[src/rtl/muldiv_pkg.sv]
// Shared encodings for the iterative multiply/divide unit.
package muldiv_pkg;

  localparam logic [1:0] OP_MULT  = 2'b00;
  localparam logic [1:0] OP_MULTU = 2'b01;
  localparam logic [1:0] OP_DIV   = 2'b10;
  localparam logic [1:0] OP_DIVU  = 2'b11;

  localparam logic [1:0] IDLE = 2'b00;
  localparam logic [1:0] CALC = 2'b01;
  localparam logic [1:0] FIX  = 2'b10;
  localparam logic [1:0] DONE = 2'b11;

  function automatic logic op_is_div(input logic [1:0] op);
    return (op == OP_DIV) || (op == OP_DIVU);
  endfunction

  function automatic logic op_is_signed(input logic [1:0] op);
    return (op == OP_MULT) || (op == OP_DIV);
  endfunction

endpackage

[src/rtl/muldiv_sign_fix.sv]
// Conditional two's-complement negate: absolute value on operand entry,
// sign restoration on the result path.
module muldiv_sign_fix #(
  parameter int W = 32
) (
  input  logic [W-1:0] val_i,
  input  logic         neg_i,
  output logic [W-1:0] val_o
);

  assign val_o = neg_i ? (~val_i + W'(1)) : val_i;

endmodule

[src/rtl/iter_muldiv_unit.sv]
// Iterative MULT/MULTU/DIV/DIVU unit with start/ready handshake and annul.
//
// state | meaning
// IDLE  | waiting for start_i
// CALC  | one multiply step (MUL_STEP bits) or one quotient bit per cycle
// FIX   | sign correction, hi/lo registered at end of cycle
// DONE  | ready_o high for one cycle; may accept the next op
module iter_muldiv_unit
  import muldiv_pkg::*;
#(
  parameter int WIDTH    = 32,
  parameter int MUL_STEP = 1
) (
  input  logic             clk,
  input  logic             rst,
  input  logic             start_i,
  input  logic [1:0]       op_i,
  input  logic [WIDTH-1:0] a_i,
  input  logic [WIDTH-1:0] b_i,
  input  logic             annul_i,
  output logic             busy_o,
  output logic             ready_o,
  output logic             dbz_o,
  output logic [WIDTH-1:0] hi_o,
  output logic [WIDTH-1:0] lo_o
);

  localparam int CNT_W = $clog2(WIDTH) + 1;
  localparam int PW    = WIDTH + MUL_STEP;
  localparam logic [CNT_W-1:0] MUL_ITERS = CNT_W'(WIDTH / MUL_STEP);
  localparam logic [CNT_W-1:0] DIV_ITERS = CNT_W'(WIDTH);

  logic [1:0]         state_q, state_d;
  logic [1:0]         op_q, op_d;
  logic               neg_res_q, neg_res_d;
  logic               neg_rem_q, neg_rem_d;
  logic [CNT_W-1:0]   cnt_q, cnt_d;
  logic [2*WIDTH-1:0] acc_q, acc_d;
  logic [WIDTH-1:0]   mcand_q, mcand_d;
  logic [WIDTH-1:0]   rem_q, rem_d;
  logic [WIDTH-1:0]   hi_q, hi_d, lo_q, lo_d;
  logic               dbz_q, dbz_d;
  logic               busy_q, ready_q;

  logic               a_neg, b_neg, accept, in_div;
  logic [WIDTH-1:0]   abs_a, abs_b, quo_fixed, rem_fixed;
  logic [2*WIDTH-1:0] prod_fixed;
  logic [PW-1:0]      pp, mul_sum;
  logic [WIDTH:0]     shifted, diff;

  assign a_neg  = op_is_signed(op_i) & a_i[WIDTH-1];
  assign b_neg  = op_is_signed(op_i) & b_i[WIDTH-1];
  assign accept = start_i & ~annul_i & ((state_q == IDLE) | (state_q == DONE));
  assign in_div = op_is_div(op_q);

  muldiv_sign_fix #(.W(WIDTH)) u_abs_a (.val_i(a_i), .neg_i(a_neg), .val_o(abs_a));
  muldiv_sign_fix #(.W(WIDTH)) u_abs_b (.val_i(b_i), .neg_i(b_neg), .val_o(abs_b));
  muldiv_sign_fix #(.W(2*WIDTH)) u_fix_prod (.val_i(acc_q), .neg_i(neg_res_q), .val_o(prod_fixed));
  muldiv_sign_fix #(.W(WIDTH)) u_fix_quo (.val_i(acc_q[WIDTH-1:0]), .neg_i(neg_res_q), .val_o(quo_fixed));
  muldiv_sign_fix #(.W(WIDTH)) u_fix_rem (.val_i(rem_q), .neg_i(neg_rem_q), .val_o(rem_fixed));

  // Multiply step: add multiplicand times the low MUL_STEP multiplier bits to the upper half.
  always_comb begin
    pp      = PW'(mcand_q) * PW'(acc_q[MUL_STEP-1:0]);
    mul_sum = PW'(acc_q[2*WIDTH-1:WIDTH]) + pp;
  end

  // Divide step: shift in the next dividend bit and trial-subtract the divisor.
  always_comb begin
    shifted = {rem_q, acc_q[WIDTH-1]};
    diff    = shifted - {1'b0, mcand_q};
  end

  // Next-state and datapath update.
  always_comb begin
    state_d   = state_q;
    op_d      = op_q;
    neg_res_d = neg_res_q;
    neg_rem_d = neg_rem_q;
    cnt_d     = cnt_q;
    acc_d     = acc_q;
    mcand_d   = mcand_q;
    rem_d     = rem_q;
    hi_d      = hi_q;
    lo_d      = lo_q;
    dbz_d     = dbz_q;
    case (state_q)
      IDLE, DONE: begin
        state_d = IDLE;
        if (accept) begin
          op_d      = op_i;
          dbz_d     = 1'b0;
          neg_res_d = a_neg ^ b_neg;
          neg_rem_d = a_neg;
          rem_d     = '0;
          if (op_is_div(op_i)) begin
            mcand_d = abs_b;
            acc_d   = {{WIDTH{1'b0}}, abs_a};
            cnt_d   = DIV_ITERS;
          end else begin
            mcand_d = abs_a;
            acc_d   = {{WIDTH{1'b0}}, abs_b};
            cnt_d   = MUL_ITERS;
          end
          if (op_is_div(op_i) && (b_i == '0)) begin
            state_d = DONE;
            hi_d    = a_i;
            lo_d    = '1;
            dbz_d   = 1'b1;
          end else begin
            state_d = CALC;
          end
        end
      end
      CALC: begin
        if (annul_i) begin
          state_d = IDLE;
        end else begin
          cnt_d = cnt_q - CNT_W'(1);
          if (in_div) begin
            if (!diff[WIDTH]) begin
              rem_d = diff[WIDTH-1:0];
              acc_d = {acc_q[2*WIDTH-1:WIDTH], acc_q[WIDTH-2:0], 1'b1};
            end else begin
              rem_d = shifted[WIDTH-1:0];
              acc_d = {acc_q[2*WIDTH-1:WIDTH], acc_q[WIDTH-2:0], 1'b0};
            end
          end else begin
            acc_d = {mul_sum, acc_q[WIDTH-1:MUL_STEP]};
          end
          if (cnt_q == CNT_W'(1)) state_d = FIX;
        end
      end
      FIX: begin
        if (annul_i) begin
          state_d = IDLE;
        end else begin
          state_d = DONE;
          if (in_div) begin
            hi_d = rem_fixed;
            lo_d = quo_fixed;
          end else begin
            {hi_d, lo_d} = prod_fixed;
          end
        end
      end
      default: state_d = IDLE;
    endcase
  end

  // State registers; busy/ready are registered decodes of the next state.
  always_ff @(posedge clk) begin
    if (rst) begin
      state_q   <= IDLE;
      op_q      <= OP_MULT;
      neg_res_q <= 1'b0;
      neg_rem_q <= 1'b0;
      cnt_q     <= '0;
      acc_q     <= '0;
      mcand_q   <= '0;
      rem_q     <= '0;
      hi_q      <= '0;
      lo_q      <= '0;
      dbz_q     <= 1'b0;
      busy_q    <= 1'b0;
      ready_q   <= 1'b0;
    end else begin
      state_q   <= state_d;
      op_q      <= op_d;
      neg_res_q <= neg_res_d;
      neg_rem_q <= neg_rem_d;
      cnt_q     <= cnt_d;
      acc_q     <= acc_d;
      mcand_q   <= mcand_d;
      rem_q     <= rem_d;
      hi_q      <= hi_d;
      lo_q      <= lo_d;
      dbz_q     <= dbz_d;
      busy_q    <= (state_d == CALC) || (state_d == FIX);
      ready_q   <= (state_d == DONE);
    end
  end

  assign busy_o  = busy_q;
  assign ready_o = ready_q;
  assign dbz_o   = dbz_q;
  assign hi_o    = hi_q;
  assign lo_o    = lo_q;

endmodule

[config.mk]
export PLATFORM = sky130hd
export DESIGN_NAME = iter_muldiv_unit
export DESIGN_NICKNAME = d
export VERILOG_FILES = /design/src/rtl/muldiv_pkg.sv /design/src/rtl/muldiv_sign_fix.sv /design/src/rtl/iter_muldiv_unit.sv
export SDC_FILE = /design/constraint.sdc
export NUM_CORES = 1
export LEC_CHECK = 0
export ABC_AREA = 1
export CAP_MARGIN = 20
export CORE_MARGIN = 1.5
export CORE_UTILIZATION = 60
export CTS_CLUSTER_DIAMETER = 60
export DETAILED_ROUTE_END_ITERATION = 7
export PLACE_DENSITY = 0.85
export SYNTH_ARGS = -nofsm -noshare
export SYNTH_HDL_FRONTEND = slang
export SYNTH_SLANG_ARGS = --single-unit
[constraint.sdc]
create_clock -name clk -period 6.1 [get_ports clk]
set_input_delay 1.83 -clock clk [delete_from_list [all_inputs] [get_ports clk]]
set_output_delay 1.83 -clock clk [all_outputs]
set_load 0.01 [all_outputs]
==> results.sh, run 1 <==
export IMPL_worstPathRequired_ns=6.55
export IMPL_syn2layout_area_growth_pct=12.2
export IMPL_tightest_slew_ns=1.02
export IMPL_hold_path_depth=2
export IMPL_drcViolationCount=1
export IMPL_portBuffers=136
export IMPL_setup_tns_ns=0
export IMPL_antenna_found_initial=3
export IMPL_cap_violations=0
export IMPL_drive_gt1_share_pct=6.53
export IMPL_dp_slack_ns=1.52
export IMPL_synthesis_area_per_instance_um2=5.74
export IMPL_netlist_instances=3422
export IMPL_finalCritPeriodShare_pct=67.1
export IMPL_p_per_area_nw_per_um2=198
export IMPL_clockBufferDepth=3
export IMPL_setup_slack_ns=2.01
export IMPL_die_area_um2=33800
export IMPL_post_cts_resized=0
export IMPL_dp_cells=3895
export IMPL_clkTransAtPathRegs_ns=0.06
export IMPL_postCtsSetupBuffers=0
export IMPL_setup_viol=0
export IMPL_wl_um=82600
export IMPL_syn_num_nets=3567
export IMPL_yosysSeqAreaShare_pct=21.0
export IMPL_grt_overflow=0
export IMPL_critPathKind="in2reg"
export IMPL_synth_seq_cells=206
export IMPL_synth_edff_count=0
export IMPL_layout_common_cells="999 x nand2_1, 401 x inv_1, 389 x nor2_1, 304 x nand3_1, 254 x a21oi_1"
export IMPL_drtPass1Iterations=8
export IMPL_hold_path_class="reg2reg"
export IMPL_core_area_um2=32400
export IMPL_final_area_um2=22100
export IMPL_fmax_ghz=0.244
export IMPL_cts_root_buffer="clkbuf_16"
export IMPL_ff2ff_path_depth=14
export IMPL_async_reset_ff_share_pct=0
export IMPL_slowest_stage="clkinv_2"
export IMPL_cp_max_fo=59
export IMPL_clock_latency_ns=0.60
export IMPL_die_x_um=184
export IMPL_arrival_ns=4.54
export IMPL_ant_nets=0
export IMPL_ys_flop_type="dfxtp_1"
export IMPL_switching_power_w=0.00167
export IMPL_syn_area_um2=19700
export IMPL_clkPwrFrac_pct=38.7
export IMPL_cts_hold_buf=0
export IMPL_endpoint_kind="flip-flop"
export IMPL_rsz0062_at_grt="false"
export IMPL_cts_htree_levels=1
export IMPL_switching_share_pct=38.3
export IMPL_grt_max_degree=70
export IMPL_yosysWarningCount=0
export IMPL_relSlewSlack_pct=32.1
export IMPL_drv_slew=0
export IMPL_final_cells=3947
export IMPL_outcome="finished, violations left"
export IMPL_cts_sink_count=206
export IMPL_p_comb_share_pct=27.5
export IMPL_peakVddDrop_mv=0.221
export IMPL_crit_path_cell_trace="clkdlybuf4s50_1 > inv_1 > ha_1 > nand3_1 > nor2_1 > nand2_1 > nor2_1 > nand3_1 > o21ai_2 > nand2_4 > clkinv_2 > o21ai_1 > a21oi_2"
export IMPL_routed_via_density=6.25
export IMPL_seq_area_um2=4130
export IMPL_hpwl_um=63700
export IMPL_rows=66
export IMPL_final_common_cell="nand2_1"
export IMPL_io_pins=137
export IMPL_intPower_w=0.00269
export IMPL_multi_input_area_um2=13300
export IMPL_seq_power_share_pct=33.8
export IMPL_drt_iter0_drc=3816
export IMPL_grt_use_total_pct=48.2
export IMPL_diodes=0
export IMPL_p_total_w=0.00437
export IMPL_start_util_pct=60.7
export IMPL_synth_cell_types=53
export IMPL_hold_viol=0
export IMPL_grt_pass1_wl_um=126000
export IMPL_clock_skew_ns=0.0231
export IMPL_avgRoutedWirePerCell_um=20.9
export IMPL_nFillCells=3062
export IMPL_vias=24654
export IMPL_grt_pass1_vias=22474
export IMPL_cts_tree="done"
export IMPL_violations="DRC"
export IMPL_gp_congestion=1.13
export IMPL_nets=3628
export IMPL_critPathMaxStageDelay_ns=0.66
export IMPL_dieHeight_um=184
export IMPL_cts_inserted_buffers=28
export IMPL_cp_start_kind="input port"
export IMPL_placed_cell_area_um2=21100
export IMPL_min_period_ns=4.09
export IMPL_leakage_nw=10.6
sequential cells by signal, indices dropped and copies added (netlist names):
register / flops
neg_res_q: 1
mcand_q: 32
busy_o: 1
ready_o: 1
lo_o: 32
state_q: 2
op_q: 1
neg_rem_q: 1
rem_q: 32
cnt_q: 6
dbz_o: 1
acc_q: 64
hi_o: 32
cells in the mapped netlist (21+ instances only):
cell type    n  area [um2]
buf_2       27         135
nand2_4     27         304
nand3_2     21         210
nand2_1    999        3750
nand3_1    304        1520
o21ai_1     34         170
a221oi_1    27         236
nor2_1     392        1470
a21oi_2     32         280
nand4_1     44         275
o21ai_0    196         981
ha_1        73         913
nor3_1      39         195
clkbuf_1    68         255
a21oi_1    254        1270
inv_2       22        82.6
xnor2_1     21         184
xor2_1      34         298
inv_1      402        1510
dfxtp_1    206        4120
worst paths after layout:
check | from | endpoint | slack (ns)
max reg2reg | acc_q[0] | acc_q[61] | 2.51
min reg2reg | lo_o[21] | lo_o[21] | 0.46
max | b_i[0] | lo_o[14] | 2.01
min | lo_o[21] | lo_o[21] | 0.46
worst max-delay path, delay by kind of cell:
family	cells	cell delay, ns
buffers and inverters	3	1.32
AOI/OAI and AO/OA	3	0.64
and+or+nand+nor	6	0.47
adders and majority gates	1	0.24
cell type report:
class | count | share of cell area [%]
sequential | 206 | 18.7
tap | 442 | 2.51
multi-input combinational | 2663 | 60.3
clock inverter | 18 | 0.862
inverter | 426 | 7.26
timing repair buffer | 158 | 6.91
clock buffer | 34 | 3.42
layer usage:
metal	part of all wire, %	track usage, %	vias to the layer above
li1	-	-	11258
met1	36	58.6	11069
met2	41	72.0	1834
met3	13	13.0	487
met4	9.3	37.8	6
met5	0.047	0	-
stage by stage:
| stage | util [%] | hold slack, ns |
|---|---|---|
| after detailed placement | 65.2 | 0.457 |
| final | 68.1 | 0.463 |
| after CTS | 68.1 | 0.466 |
| after global routing | 68.1 | 0.490 |
| after floorplan | - | 0.462 |
| after global placement | 65.2 | 0.452 |
power groups by stage:
stage | clock network (W) | logic (W) | registers, W
2_1_floorplan | 0 | 0.000804 | 0.00146
3_3_place_gp | 0 | 0.00112 | 0.00150
3_5_place_dp | 0 | 0.00114 | 0.00150
4_1_cts | 0.00168 | 0.00114 | 0.00147
5_1_grt | 0.00174 | 0.00129 | 0.00148
6_report | 0.00169 | 0.00120 | 0.00148
logic make-up after synthesis:
family | Yosys count | synth area share (%)
AND/OR/NAND/NOR | 1904 | 42.1
flip-flops | 206 | 21.0
XOR/XNOR | 55 | 2.45
adder cells (fa/ha/maj) | 75 | 4.85
buffers and inverters | 553 | 11.4
AO/OA/AOI/OAI | 629 | 18.2
Power figures use the tool's default switching activity.
==> inputs of run 2 (changes only) <==
==> constraint.sdc (replaced) <==
create_clock -name clk -period 3.8 [get_ports clk]
set_input_delay 1.14 -clock clk [delete_from_list [all_inputs] [get_ports clk]]
set_output_delay 1.14 -clock clk [all_outputs]
set_load 0.01 [all_outputs]
==> run 2 against run 1 <==
  * The run still ends with DRC left
  * Count of clock-buffer cells in the layout is 1 lower
  * Critical endpoint is now rem_q[9]
  * Sequential cell count stayed put
  * Worst hold slack worse by 0.00085 ns
  * Global-route usage is 0.89 points higher
  * Clock skew is 0.022 ns higher
==> results.sh, run 2 (synthesis gave the netlist of run 1 again) <==
export IMPL_setup_viol=0
export IMPL_drive_gt1_share_pct=7.36
export IMPL_arrival_ns=3.61
export IMPL_die_area_um2=33800
export IMPL_cts_tree="done"
export IMPL_r2r_start="acc_q[31]"
export IMPL_peakVddDrop_mv=0.328
export IMPL_worstPathRequired_ns=4.22
export IMPL_final_common_cell="nand2_1"
export IMPL_nets=3656
export IMPL_seq_power_share_pct=32.8
export IMPL_hold_end="hi_o[25]"
export IMPL_r2r_end="rem_q[9]"
export IMPL_syn2layout_area_growth_pct=13.8
export IMPL_clock_latency_ns=0.60
export IMPL_hp_start="hi_o[25]"
export IMPL_die_x_um=184
export IMPL_clkPwrFrac_pct=40.1
export IMPL_diodes=0
export IMPL_io_pins=137
export IMPL_drcViolationCount=6
export IMPL_dp_slack_ns=0.304
export IMPL_setup_tns_ns=0
export IMPL_portBuffers=136
export IMPL_finalCritPeriodShare_pct=84.0
export IMPL_critPathKind="reg2reg"
export IMPL_min_period_ns=3.19
export IMPL_hold_path_class="reg2reg"
export IMPL_post_cts_resized=0
export IMPL_rsz0062_at_grt="false"
export IMPL_p_per_area_nw_per_um2=323
export IMPL_r2r_slack_ns=0.61
export IMPL_p_comb_share_pct=27.1
export IMPL_vias=24651
export IMPL_grt_max_degree=108
export IMPL_ff2ff_path_depth=18
export IMPL_ant_nets=0
export IMPL_layout_common_cells="999 x nand2_1, 401 x inv_1, 389 x nor2_1, 304 x nand3_1, 254 x a21oi_1"
export IMPL_hold_path_depth=2
export IMPL_core_area_um2=32400
export IMPL_setup_slack_ns=0.610
export IMPL_cts_root_buffer="clkbuf_16"
export IMPL_gp_congestion=1.15
export IMPL_intPower_w=0.00452
export IMPL_switching_share_pct=37.4
export IMPL_avgRoutedWirePerCell_um=21.1
export IMPL_drtPass1Iterations=8
export IMPL_clock_skew_ns=0.0454
export IMPL_leakage_nw=10.8
export IMPL_clockBufferDepth=3
export IMPL_antenna_found_initial=1
export IMPL_start_util_pct=60.7
export IMPL_endpoint_kind="flip-flop"
export IMPL_cts_hold_buf=0
export IMPL_cts_inserted_buffers=29
export IMPL_clkTransAtPathRegs_ns=0.06
export IMPL_top_register="acc_q"
export IMPL_switching_power_w=0.00270
export IMPL_hpwl_um=64700
export IMPL_fin_util_pct=69.1
export IMPL_outcome="finished, violations left"
export IMPL_grt_overflow=0
export IMPL_violations="DRC"
export IMPL_postCtsSetupBuffers=0
export IMPL_cap_violations=0
export IMPL_grt_use_total_pct=49.1
export IMPL_fmax_ghz=0.313
export IMPL_drv_slew=0
export IMPL_relSlewSlack_pct=29.7
export IMPL_grt_pass1_wl_um=128000
export IMPL_wl_um=83900
export IMPL_hold_viol=0
export IMPL_drt_iter0_drc=4029
export IMPL_cp_max_fo=19
export IMPL_crit_start="acc_q[31]"
export IMPL_largest_reg_flops=64
export IMPL_cts_sink_count=206
export IMPL_grt_pass1_vias=22685
export IMPL_tightest_slew_ns=1.05
export IMPL_cp_start_kind="flip-flop"
export IMPL_cts_htree_levels=1
export IMPL_dieHeight_um=184
export IMPL_rows=66
export IMPL_p_total_w=0.00722
export IMPL_routed_via_density=6.20
==> run 2: how the worst max path moves through the flow <==
| stage | end | cells after the start |
|---|---|---|
| 6_report | rem_q[9] | 18 |
| 5_1_grt | rem_q[7] | 18 |
| 4_1_cts | rem_q[9] | 18 |
| 3_5_place_dp | acc_q[20] | 13 |
| 3_3_place_gp | acc_q[20] | 13 |
| 2_1_floorplan | hi_o[12] | 13 |
==> run 2: critical path: stages (launching register included) <==
cell	delay, ns
dfxtp_1	0.52
inv_1	0.11
ha_1	0.25
fa_1	0.45
inv_1	0.15
nand2_1	0.06
nand2_1	0.07
nand3_1	0.08
nand2_2	0.13
nand2_2	0.08
nand2_4	0.08
nand2_4	0.09
nand2_4	0.08
nand2_2	0.06
nand2_4	0.27
buf_12	0.26
nand2_1	0.09
nand3_1	0.08
a21oi_1	0.07
==> run 2: power by group through the flow <==
stage	logic [W]	registers, W	clock network [W]
floorplan	0.00129	0.00234	0
global placement	0.00181	0.00240	0
detailed placement	0.00185	0.00240	0
CTS	0.00186	0.00235	0.00288
global route	0.00210	0.00236	0.00296
finish	0.00196	0.00236	0.00289
==> run 2: through the flow <==
step	std cells	area [um2]	hold slack [ns]
finish	3976	22400	0.463
global route	3976	22400	0.486
CTS	3976	22400	0.465
detailed placement	3922	21400	0.455
global placement	3922	21400	0.454
floorplan	3422	19700	0.462
==> run 2: layout make-up <==
class,count,area (um2)
clock buffer,33,771
clock inverter,21,236
fill,3084,10000
inverter,426,1600
multi-input combinational,2663,13300
sequential,206,4130
tap,442,553
timing repair buffer,185,1780
==> run 2: layer usage <==
metal | wire length (um) | track usage [%]
met1 | 30600 | 59.9
met5 | 13 | 0
met4 | 7470 | 35.8
met3 | 10800 | 11.9
met2 | 35000 | 75.3
